[src/rtl/round_countdown_if.sv]
// round_countdown_if: groups the game-controller side signals of the round timer.
//   tick_in   : one-cycle 1 Hz strobe, synchronous to clk_in
//   start     : one-cycle request to load the round length and run
//   pause     : level, high holds the count
//   secs_tens : BCD tens digit of remaining seconds
//   secs_ones : BCD ones digit of remaining seconds
//   running   : high while counting
//   warn      : low-time indicator
//   time_up   : level, high once the round has expired
//   expired   : one-cycle pulse on expiry
// master = game controller / tick source, slave = round_countdown.
interface round_countdown_if;
    logic       tick_in;
    logic       start;
    logic       pause;
    logic [3:0] secs_tens;
    logic [3:0] secs_ones;
    logic       running;
    logic       warn;
    logic       time_up;
    logic       expired;

    modport master (
        output tick_in, start, pause,
        input  secs_tens, secs_ones, running, warn, time_up, expired
    );

    modport slave (
        input  tick_in, start, pause,
        output secs_tens, secs_ones, running, warn, time_up, expired
    );
endinterface

[src/rtl/round_countdown.sv]
// round_countdown: whack-a-mole round timer. Counts down in two BCD digits
// from START_SECS on each tick_in strobe, with start/restart and pause
// handling, a low-time warning and an expiry report.
//   clk_in : system clock
//   rst_n  : asynchronous active-low reset
//   bus    : round_countdown_if.slave (tick/start/pause in, digits and status out)
// All outputs are registered.
module round_countdown #(
    parameter int START_SECS = 60,
    parameter int WARN_SECS  = 10
) (
    input  logic               clk_in,
    input  logic               rst_n,
    round_countdown_if.slave   bus
);

    if (START_SECS < 0 || START_SECS > 99) begin : g_bad_start
        $error("round_countdown: START_SECS must be in 0..99");
    end
    if (WARN_SECS < 0 || WARN_SECS > 99) begin : g_bad_warn
        $error("round_countdown: WARN_SECS must be in 0..99");
    end

    localparam logic [3:0] START_T = 4'(START_SECS / 10);
    localparam logic [3:0] START_O = 4'(START_SECS % 10);
    localparam logic [3:0] WARN_T  = 4'(WARN_SECS / 10);
    localparam logic [3:0] WARN_O  = 4'(WARN_SECS % 10);
    localparam logic       START_ZERO = (START_SECS == 0);

    typedef enum logic [1:0] {
        IDLE   = 2'd0,
        RUN    = 2'd1,
        PAUSED = 2'd2,
        DONE   = 2'd3
    } state_t;

    state_t     state, state_nx;
    logic [3:0] tens, ones;
    logic [3:0] tens_nx, ones_nx;
    logic       expired_nx;
    logic       running_nx;
    logic       warn_nx;
    logic       nonzero_nx;
    logic       le_warn_nx;

    // Next-state and next-count; start has priority over pause, pause over tick.
    always_comb begin
        state_nx   = state;
        tens_nx    = tens;
        ones_nx    = ones;
        expired_nx = 1'b0;
        if (bus.start) begin
            tens_nx = START_T;
            ones_nx = START_O;
            if (START_ZERO) begin
                state_nx   = DONE;
                expired_nx = 1'b1;
            end else if (bus.pause) begin
                state_nx = PAUSED;
            end else begin
                state_nx = RUN;
            end
        end else begin
            case (state)
                RUN: begin
                    // A tick coincident with pause is still consumed.
                    if (bus.tick_in && (tens != 4'd0 || ones != 4'd0)) begin
                        if (ones != 4'd0) begin
                            ones_nx = ones - 4'd1;
                        end else begin
                            ones_nx = 4'd9;
                            tens_nx = tens - 4'd1;
                        end
                    end
                    if (bus.tick_in && tens == 4'd0 && ones == 4'd1) begin
                        state_nx   = DONE;
                        expired_nx = 1'b1;
                    end else if (bus.pause) begin
                        state_nx = PAUSED;
                    end
                end
                PAUSED: begin
                    if (!bus.pause) begin
                        state_nx = RUN;
                    end
                end
                default: begin
                    state_nx = state;
                end
            endcase
        end
    end

    // Warning is derived from the next count so it updates with the digits.
    always_comb begin
        running_nx = (state_nx == RUN);
        nonzero_nx = (tens_nx != 4'd0) || (ones_nx != 4'd0);
        le_warn_nx = (tens_nx < WARN_T) || ((tens_nx == WARN_T) && (ones_nx <= WARN_O));
        warn_nx    = running_nx && nonzero_nx && le_warn_nx;
    end

    always_ff @(posedge clk_in or negedge rst_n) begin
        if (!rst_n) begin
            state         <= IDLE;
            tens          <= START_T;
            ones          <= START_O;
            bus.running   <= 1'b0;
            bus.warn      <= 1'b0;
            bus.time_up   <= 1'b0;
            bus.expired   <= 1'b0;
        end else begin
            state         <= state_nx;
            tens          <= tens_nx;
            ones          <= ones_nx;
            bus.running   <= running_nx;
            bus.warn      <= warn_nx;
            bus.time_up   <= (state_nx == DONE);
            bus.expired   <= expired_nx;
        end
    end

    assign bus.secs_tens = tens;
    assign bus.secs_ones = ones;

endmodule

[src/flat_wrapper.sv]
// flat-port wrapper written by rule: the top's interface ports become plain ports
module round_countdown_flat 
#(
    parameter int START_SECS = 60,
    parameter int WARN_SECS  = 10
)
  (clk_in, rst_n, bus_tick_in, bus_start, bus_pause, bus_secs_tens, bus_secs_ones, bus_running, bus_warn, bus_time_up, bus_expired);
  round_countdown_if bus_i ();
  input  logic clk_in;
  input  logic rst_n;
  input wire logic [$bits(bus_i.tick_in)-1:0] bus_tick_in;
  input wire logic [$bits(bus_i.start)-1:0] bus_start;
  input wire logic [$bits(bus_i.pause)-1:0] bus_pause;
  output wire logic [$bits(bus_i.secs_tens)-1:0] bus_secs_tens;
  output wire logic [$bits(bus_i.secs_ones)-1:0] bus_secs_ones;
  output wire logic [$bits(bus_i.running)-1:0] bus_running;
  output wire logic [$bits(bus_i.warn)-1:0] bus_warn;
  output wire logic [$bits(bus_i.time_up)-1:0] bus_time_up;
  output wire logic [$bits(bus_i.expired)-1:0] bus_expired;
  assign bus_i.tick_in = bus_tick_in;
  assign bus_i.start = bus_start;
  assign bus_i.pause = bus_pause;
  assign bus_secs_tens = bus_i.secs_tens;
  assign bus_secs_ones = bus_i.secs_ones;
  assign bus_running = bus_i.running;
  assign bus_warn = bus_i.warn;
  assign bus_time_up = bus_i.time_up;
  assign bus_expired = bus_i.expired;
  round_countdown #(.START_SECS(START_SECS), .WARN_SECS(WARN_SECS)) u_core (.clk_in(clk_in), .rst_n(rst_n), .bus(bus_i));
endmodule
[config.mk]
export PLATFORM = sky130hd
export DESIGN_NAME = round_countdown_flat
export DESIGN_NICKNAME = d
export VERILOG_FILES = /design/src/rtl/round_countdown_if.sv /design/src/rtl/round_countdown.sv /design/src/flat_wrapper.sv
export SDC_FILE = /design/constraint.sdc
export NUM_CORES = 1
export LEC_CHECK = 0
export CELL_PAD_IN_SITES_DETAIL_PLACEMENT = 1
export CELL_PAD_IN_SITES_GLOBAL_PLACEMENT = 2
export CORE_MARGIN = 5
export CORE_UTILIZATION = 29
export DETAILED_ROUTE_END_ITERATION = 8
export GPL_TIMING_DRIVEN = 0
export PLACE_DENSITY = 0.87
export SLEW_MARGIN = 5
export SYNTH_ARGS = -nofsm -noshare
export SYNTH_HDL_FRONTEND = slang
export SYNTH_SLANG_ARGS = --single-unit
[constraint.sdc]
create_clock -name clk_in -period 2.39 [get_ports clk_in]
set_clock_uncertainty 0.1 [all_clocks]
set_input_delay 0.478 -clock clk_in [delete_from_list [all_inputs] [get_ports clk_in]]
set_output_delay 0.478 -clock clk_in [all_outputs]
set_load 0.01 [all_outputs]
==> results of run 1 <==
cell type report:
| cell class | instances | share of cell area, % |
|---|---|---|
| inverters | 7 | 2.515 |
| plain buffers | 2 | 1.437 |
| repair buffers | 15 | 14.37 |
| well taps | 31 | 3.713 |
| multi-input cells | 63 | 40.72 |
| clock buffers | 4 | 3.473 |
| flip-flops and latches | 14 | 33.77 |
critical path: stages, from the launching register on:
cell     delay, ns
dfrtp_1       0.46
inv_1         0.13
ha_1          0.18
or3b_4        0.42
nor4_4        0.30
o31ai_1       0.16
nor2b_1       0.17
and4b_1       0.19
cell families (layout without fill, tap and decap cells):
group | Yosys count | count (layout) | synth area share [%]
buffers and inverters | 9 | 28 | 5.148
AO/OA/AOI/OAI | 16 | 16 | 12.64
flip-flops | 14 | 14 | 43.99
XOR/XNOR | 4 | 4 | 4.369
AND/OR/NAND/NOR | 39 | 39 | 27.61
adder cells (fa/ha/maj) | 4 | 4 | 6.240
flip-flops by register name, summed over array words and instances, names as in the netlist:
register,flops
u_core.bus.secs_ones,4
u_core.state,2
u_core.bus.expired,1
u_core.bus.time_up,1
u_core.bus.running,1
u_core.bus.warn,1
u_core.bus.secs_tens,4
how the worst max path moves through the flow:
stage                                      start                         to  slack (ns)  cells after the start
4_1_cts        u_core.bus.secs_tens[0]$_DFF_PN0_  u_core.bus.warn$_DFF_PN0_        0.08                      7
6_report       u_core.bus.secs_tens[0]$_DFF_PN0_  u_core.bus.warn$_DFF_PN0_        0.16                      7
3_5_place_dp                         bus_tick_in  u_core.bus.warn$_DFF_PN0_       -0.11                      6
5_1_grt                u_core.state[1]$_DFF_PN0_  u_core.bus.warn$_DFF_PN0_       0.005                      7
2_1_floorplan  u_core.bus.secs_tens[0]$_DFF_PN0_  u_core.bus.warn$_DFF_PN0_        0.34                      7
3_3_place_gp                         bus_tick_in  u_core.bus.warn$_DFF_PN0_       -0.05                      6
per-stage QoR:
step | setup TNS, ns | util (%) | instances | hold slack [ns] | worst slack (ns)
floorplan | 0 | - | 86 | 0.08241 | 0.3377
global placement | -0.05215 | 36.57 | 132 | 0.4651 | -0.05215
detailed placement | -0.1058 | 36.57 | 132 | 0.4712 | -0.1058
CTS | 0 | 37.90 | 136 | 0.4926 | 0.08014
global route | 0 | 38.55 | 136 | 0.5286 | 0.005314
finish | 0 | 38.55 | 136 | 0.4926 | 0.1616
cell usage in the layout, fill, tap and decap left out, types with 2 or more instances in the layout:
master / Yosys / layout
nor2_1: 10 / 10
nor4_1: 2 / 2
ha_1: 4 / 4
o21ai_0: 2 / 2
clkdlybuf4s50_1: 0 / 15
dfstp_2: 2 / 2
dfrtp_1: 12 / 12
nor3_1: 2 / 2
clkbuf_4: 0 / 3
xnor2_1: 3 / 3
a21oi_1: 7 / 7
nand2b_1: 2 / 2
inv_1: 7 / 7
or3_2: 2 / 2
nand2_1: 10 / 10
o31ai_1: 2 / 2
power groups by stage:
| stage | clock (mW) | combinational [mW] | sequential (mW) |
|---|---|---|---|
| after floorplan | 0 | 0.148 | 0.302 |
| after global placement | 0 | 0.235 | 0.297 |
| after detailed placement | 0 | 0.243 | 0.298 |
| after CTS | 0.177 | 0.244 | 0.295 |
| after global routing | 0.186 | 0.279 | 0.298 |
| final | 0.168 | 0.250 | 0.294 |
layer usage:
| layer | part of all wire [%] | up-vias | GRT usage [%] |
|---|---|---|---|
| met5 | 0 | - | 0 |
| met1 | 47 | 330 | 12.90 |
| met2 | 47 | 16 | 16.32 |
| li1 | - | 335 | - |
| met3 | 6.2 | 2 | 4.317 |
| met4 | 0.62 | 0 | 1.592 |
==> results.py, run 1 <==
metrics = {
    "cells_and_area": {
        "multiInputGateArea_um2": 425.4,
        "drive_gt1_share_pct": 13.33,
        "fin_area_um2": 1045,
        "synthToLayoutAreaGrowth_pct": 30.26,
        "diodes": 0,
        "fillers": 321,
        "finalNetCount": 115,
        "ff_latch_area_um2": 352.8,
    },
    "floorplanning": {
        "start_util_pct": 29.59,
        "core_um2": 2710,
        "die_w_um": 62.59,
        "io_pins": 17,
        "die-area_um2": 3918,
        "die_y_um": 62.59,
        "rows": 19,
    },
    "routing": {
        "dr.first_iter.drc_count": 12,
        "finalWirelength_mm": 1.923,
        "ant_nets": 0,
        "num_vias": 683,
        "drt-pass1-iter-count": 4,
        "wl_per_cell_um": 14.14,
        "via_per_inst": 5.022,
        "drc": 0,
    },
    "yosys": {
        "synth_most_common_cell": "dfrtp_1",
        "synth_edf_count": 0,
        "synth_top_area_share_pct": 37.44,
        "synthTopCellsByCount": "dfrtp_1, nand2_1, nor2_1",
        "ys_async_sr_fraction_pct": 100.0,
        "avgSynthCellArea_um2": 9.326,
        "synth_cell_types": 33,
        "synth_top_area_cell": "dfrtp_1",
        "syn_inst": 86,
        "yosys_register_bits": 14,
        "synth_area_um2": 802.0,
        "synth_area_leaders": "dfrtp_1, dfstp_2, ha_1, nand2_1, nor2_1",
        "ys.flop_type": "dfrtp_1",
        "synth_warnings": 0,
        "ys_seq_area_share_pct": 43.99,
        "synth_nets": 95,
    },
    "grt": {
        "grt_pass1_vias": 701,
        "grt_pass1_wl_mm": 3.291,
        "grt_max_degree": 15,
        "antenna_found_initial": 0,
        "grt_usage_pct": 10.17,
        "grt_overflow": 0,
    },
    "clock_network": {
        "clkLatencyLatePin_ns": 0.28,
        "clock_path_buffers": 2,
        "clock-root-buffer": "clkbuf_4",
        "clock-sinks": 14,
        "clk_pin_slew_ns": 0.09,
        "htreeDepth": 1,
        "cts_tree": "built",
        "ctsHoldBuffers": 0,
        "cts_setup_buffers": 0,
        "cts_resized": 0,
        "cts_buffers": 3,
    },
    "timing": {
        "drv_slew": 0,
        "hold_violations": 0,
        "finalSetupViolCount": 0,
        "min_period_over_period_pct": 93.24,
        "rsz0062_at_grt": "false",
        "fin_crit_ns": 2.228,
        "worst_pin_slew_ns": 0.6501,
        "fmax_ghz": 0.4487,
        "slew_headroom_pct": 56.52,
    },
    "placed_design": {
        "dpl_cell_area_um2": 991.0,
        "portBuffers": 15,
        "gp_congestion": 0.8244,
        "hpwl_mm": 1.477,
    },
    "pwr": {
        "combPwrFrac_pct": 35.0,
        "internal-power_mw": 0.4766,
        "ir_drop_mv": 0.4920,
        "p_per_area_nw_per_um2": 681.8,
        "power.share.clock_pct": 23.6,
        "p_seq_share_pct": 41.3,
        "p_leak_nw": 0.4318,
        "finalPower_mw": 0.7123,
        "switching_share_pct": 33.09,
        "p_switching_mw": 0.2357,
    },
    "worst_hold_path": {
        "hp-class": "input port to async pin",
    },
    "setup_path": {
        "reg2reg_from": "u_core.bus.secs_tens[0]$_DFF_PN0_",
        "crit_type": "flop to flop",
        "arrival_ns": 2.30,
        "path_max_fanout": 6,
        "endpoint_kind": "flop",
        "reg2reg_to": "u_core.bus.warn$_DFF_PN0_",
        "r2r_slack_ns": 0.16,
        "startpoint_type": "flop",
        "r2r_cells": 7,
        "crit_required_ns": 2.46,
    },
    "run_status": {
        "status": "completed",
    },
    "job": {
        "maxCapViolCount": 0,
    },
}
No activity file was read; power rests on OpenSTA's default activity.
==> run 2: changes to the inputs <==
- CORE_ASPECT_RATIO: not set -> 1.25
- CORE_UTILIZATION: 29 -> 32
- PLACE_DENSITY: 0.87 -> 0.94
- clock period: 2.39 -> 2.7 ns (I/O delays scaled with it)
==> results.py, run 2 (synthesis results as in run 1) <==
metrics = {
    "cells_and_area": {
        "finalNetCount": 115,
        "synthToLayoutAreaGrowth_pct": 27.15,
        "diodes": 0,
        "final_common_cell": "clkdlybuf4s50_1",
        "instances_no_fill": 138,
        "final_cell_mix": "clkdlybuf4s50_1, dfrtp_1, nand2_1, nor2_1",
        "drive_gt1_share_pct": 11.43,
        "fillers": 312,
    },
    "grt": {
        "grt_pass1_vias": 758,
        "grt_overflow": 0,
        "grt_max_degree": 15,
        "grt_usage_pct": 12.73,
        "grt_pass1_wl_mm": 3.387,
        "antenna_found_initial": 0,
    },
    "setup_path": {
        "startpoint_type": "input port",
        "endpoint_kind": "flop",
        "path_max_fanout": 9,
        "crit_required_ns": 2.77,
        "r2r_cells": 7,
        "reg2reg_from": "u_core.bus.secs_tens[0]$_DFF_PN0_",
        "crit_type": "input port to flop",
        "startpoint": "bus_tick_in",
        "reg2reg_to": "u_core.bus.warn$_DFF_PN0_",
        "r2r_slack_ns": 0.45,
        "arrival_ns": 2.32,
    },
    "run_status": {
        "status": "completed",
    },
    "floorplanning": {
        "io_pins": 17,
        "rows": 20,
        "die-area_um2": 3614,
        "die_w_um": 54.78,
        "start_util_pct": 33.04,
        "die_y_um": 65.97,
        "core_um2": 2427,
    },
    "worst_hold_path": {
        "hp-class": "flop to flop",
        "min_from": "u_core.bus.secs_ones[3]$_DFF_PN0_",
        "hold_end": "u_core.bus.secs_ones[3]$_DFF_PN0_",
        "min_path_cells": 2,
    },
    "placed_design": {
        "hpwl_mm": 1.587,
        "portBuffers": 15,
        "placedCellCount": 134,
        "gp_congestion": 0.7721,
    },
    "timing": {
        "worst_pin_slew_ns": 0.6450,
        "holdWs_ns": 0.4932,
        "rsz0062_at_grt": "false",
        "fmax_ghz": 0.4442,
        "hold_violations": 0,
        "drv_slew": 0,
        "finalSetupViolCount": 0,
        "fin_crit_ns": 2.251,
        "min_period_over_period_pct": 83.38,
        "tns_ns": 0,
        "slew_headroom_pct": 56.87,
    },
    "pwr": {
        "finalPower_mw": 0.5964,
        "p_per_area_nw_per_um2": 584.8,
        "switching_share_pct": 33.71,
        "internal-power_mw": 0.3954,
        "p_switching_mw": 0.2010,
        "power.share.clock_pct": 19.9,
        "ir_drop_mv": 0.2905,
        "combPwrFrac_pct": 36.3,
        "p_leak_nw": 0.4222,
        "p_seq_share_pct": 43.8,
    },
    "routing": {
        "wl_per_cell_um": 14.33,
        "dr.first_iter.drc_count": 9,
        "finalWirelength_mm": 1.977,
        "via_per_inst": 5.007,
        "num_vias": 691,
        "ant_nets": 0,
        "drc": 0,
        "drt-pass1-iter-count": 2,
    },
    "clock_network": {
        "cts_buffers": 3,
        "cts_tree": "built",
        "clock_path_buffers": 2,
        "clk_pin_slew_ns": 0.08,
        "htreeDepth": 1,
        "cts_resized": 0,
        "ctsHoldBuffers": 0,
        "clock-sinks": 14,
        "clock-root-buffer": "clkbuf_4",
        "clkLatencyLatePin_ns": 0.28,
        "cts_setup_buffers": 0,
    },
    "job": {
        "maxCapViolCount": 0,
    },
}
run 2: power by group through the flow:
| stage | Sequential, mW | Clock [mW] | Combinational (mW) |
|---|---|---|---|
| after floorplan | 0.268 | 0 | 0.131 |
| after global placement | 0.263 | 0 | 0.207 |
| after detailed placement | 0.265 | 0 | 0.218 |
| after CTS | 0.261 | 0.131 | 0.220 |
| after global routing | 0.264 | 0.139 | 0.240 |
| final | 0.261 | 0.119 | 0.216 |
run 2: final cells by class:
class	instances	area (um2)	share of cell area (%)
timing repair buffer	15	150.1	14.72
tap	33	41.29	4.049
multi-input combinational	63	407.9	40.00
buffer	2	15.01	1.472
sequential	14	352.8	34.60
inverter	7	26.28	2.577
clock buffer	4	26.28	2.577
run 2: per-stage QoR:
step           setup slack (ns)  instance area, um2  util, %
3_3_place_gp             0.1963               993.5    40.93
3_5_place_dp             0.1453               993.5    40.93
2_1_floorplan            0.6477               802.0        -
6_report                 0.4488                1020    42.01
5_1_grt                  0.2541                1020    42.01
4_1_cts                  0.4196                1020    42.01
run 2: how the worst max path moves through the flow:
stage                                            to  slack (ns)  depth (start not counted)
after floorplan           u_core.bus.warn$_DFF_PN0_        0.65                          7
after global placement    u_core.bus.warn$_DFF_PN0_        0.20                          6
after detailed placement  u_core.bus.warn$_DFF_PN0_        0.15                          6
after CTS                 u_core.bus.warn$_DFF_PN0_        0.42                          7
after global routing      u_core.bus.warn$_DFF_PN0_        0.25                          7
final                     u_core.bus.warn$_DFF_PN0_        0.45                          6
run 2: critical path, stage by stage:
cell	delay, ns
clkdlybuf4s50_1	0.50
nand3b_1	0.28
nor3b_2	0.49
nor3_1	0.08
a31oi_1	0.20
and4b_1	0.22
run 2: layer usage:
layer  vias up  share of wire [%]  global-route usage, %
met3         2                6.0                  4.966
li1        337                  -                      -
met2        18                 55                  22.34
met5         -                  0                      0
met4         0               0.71                  2.804
met1       334                 38                  13.87
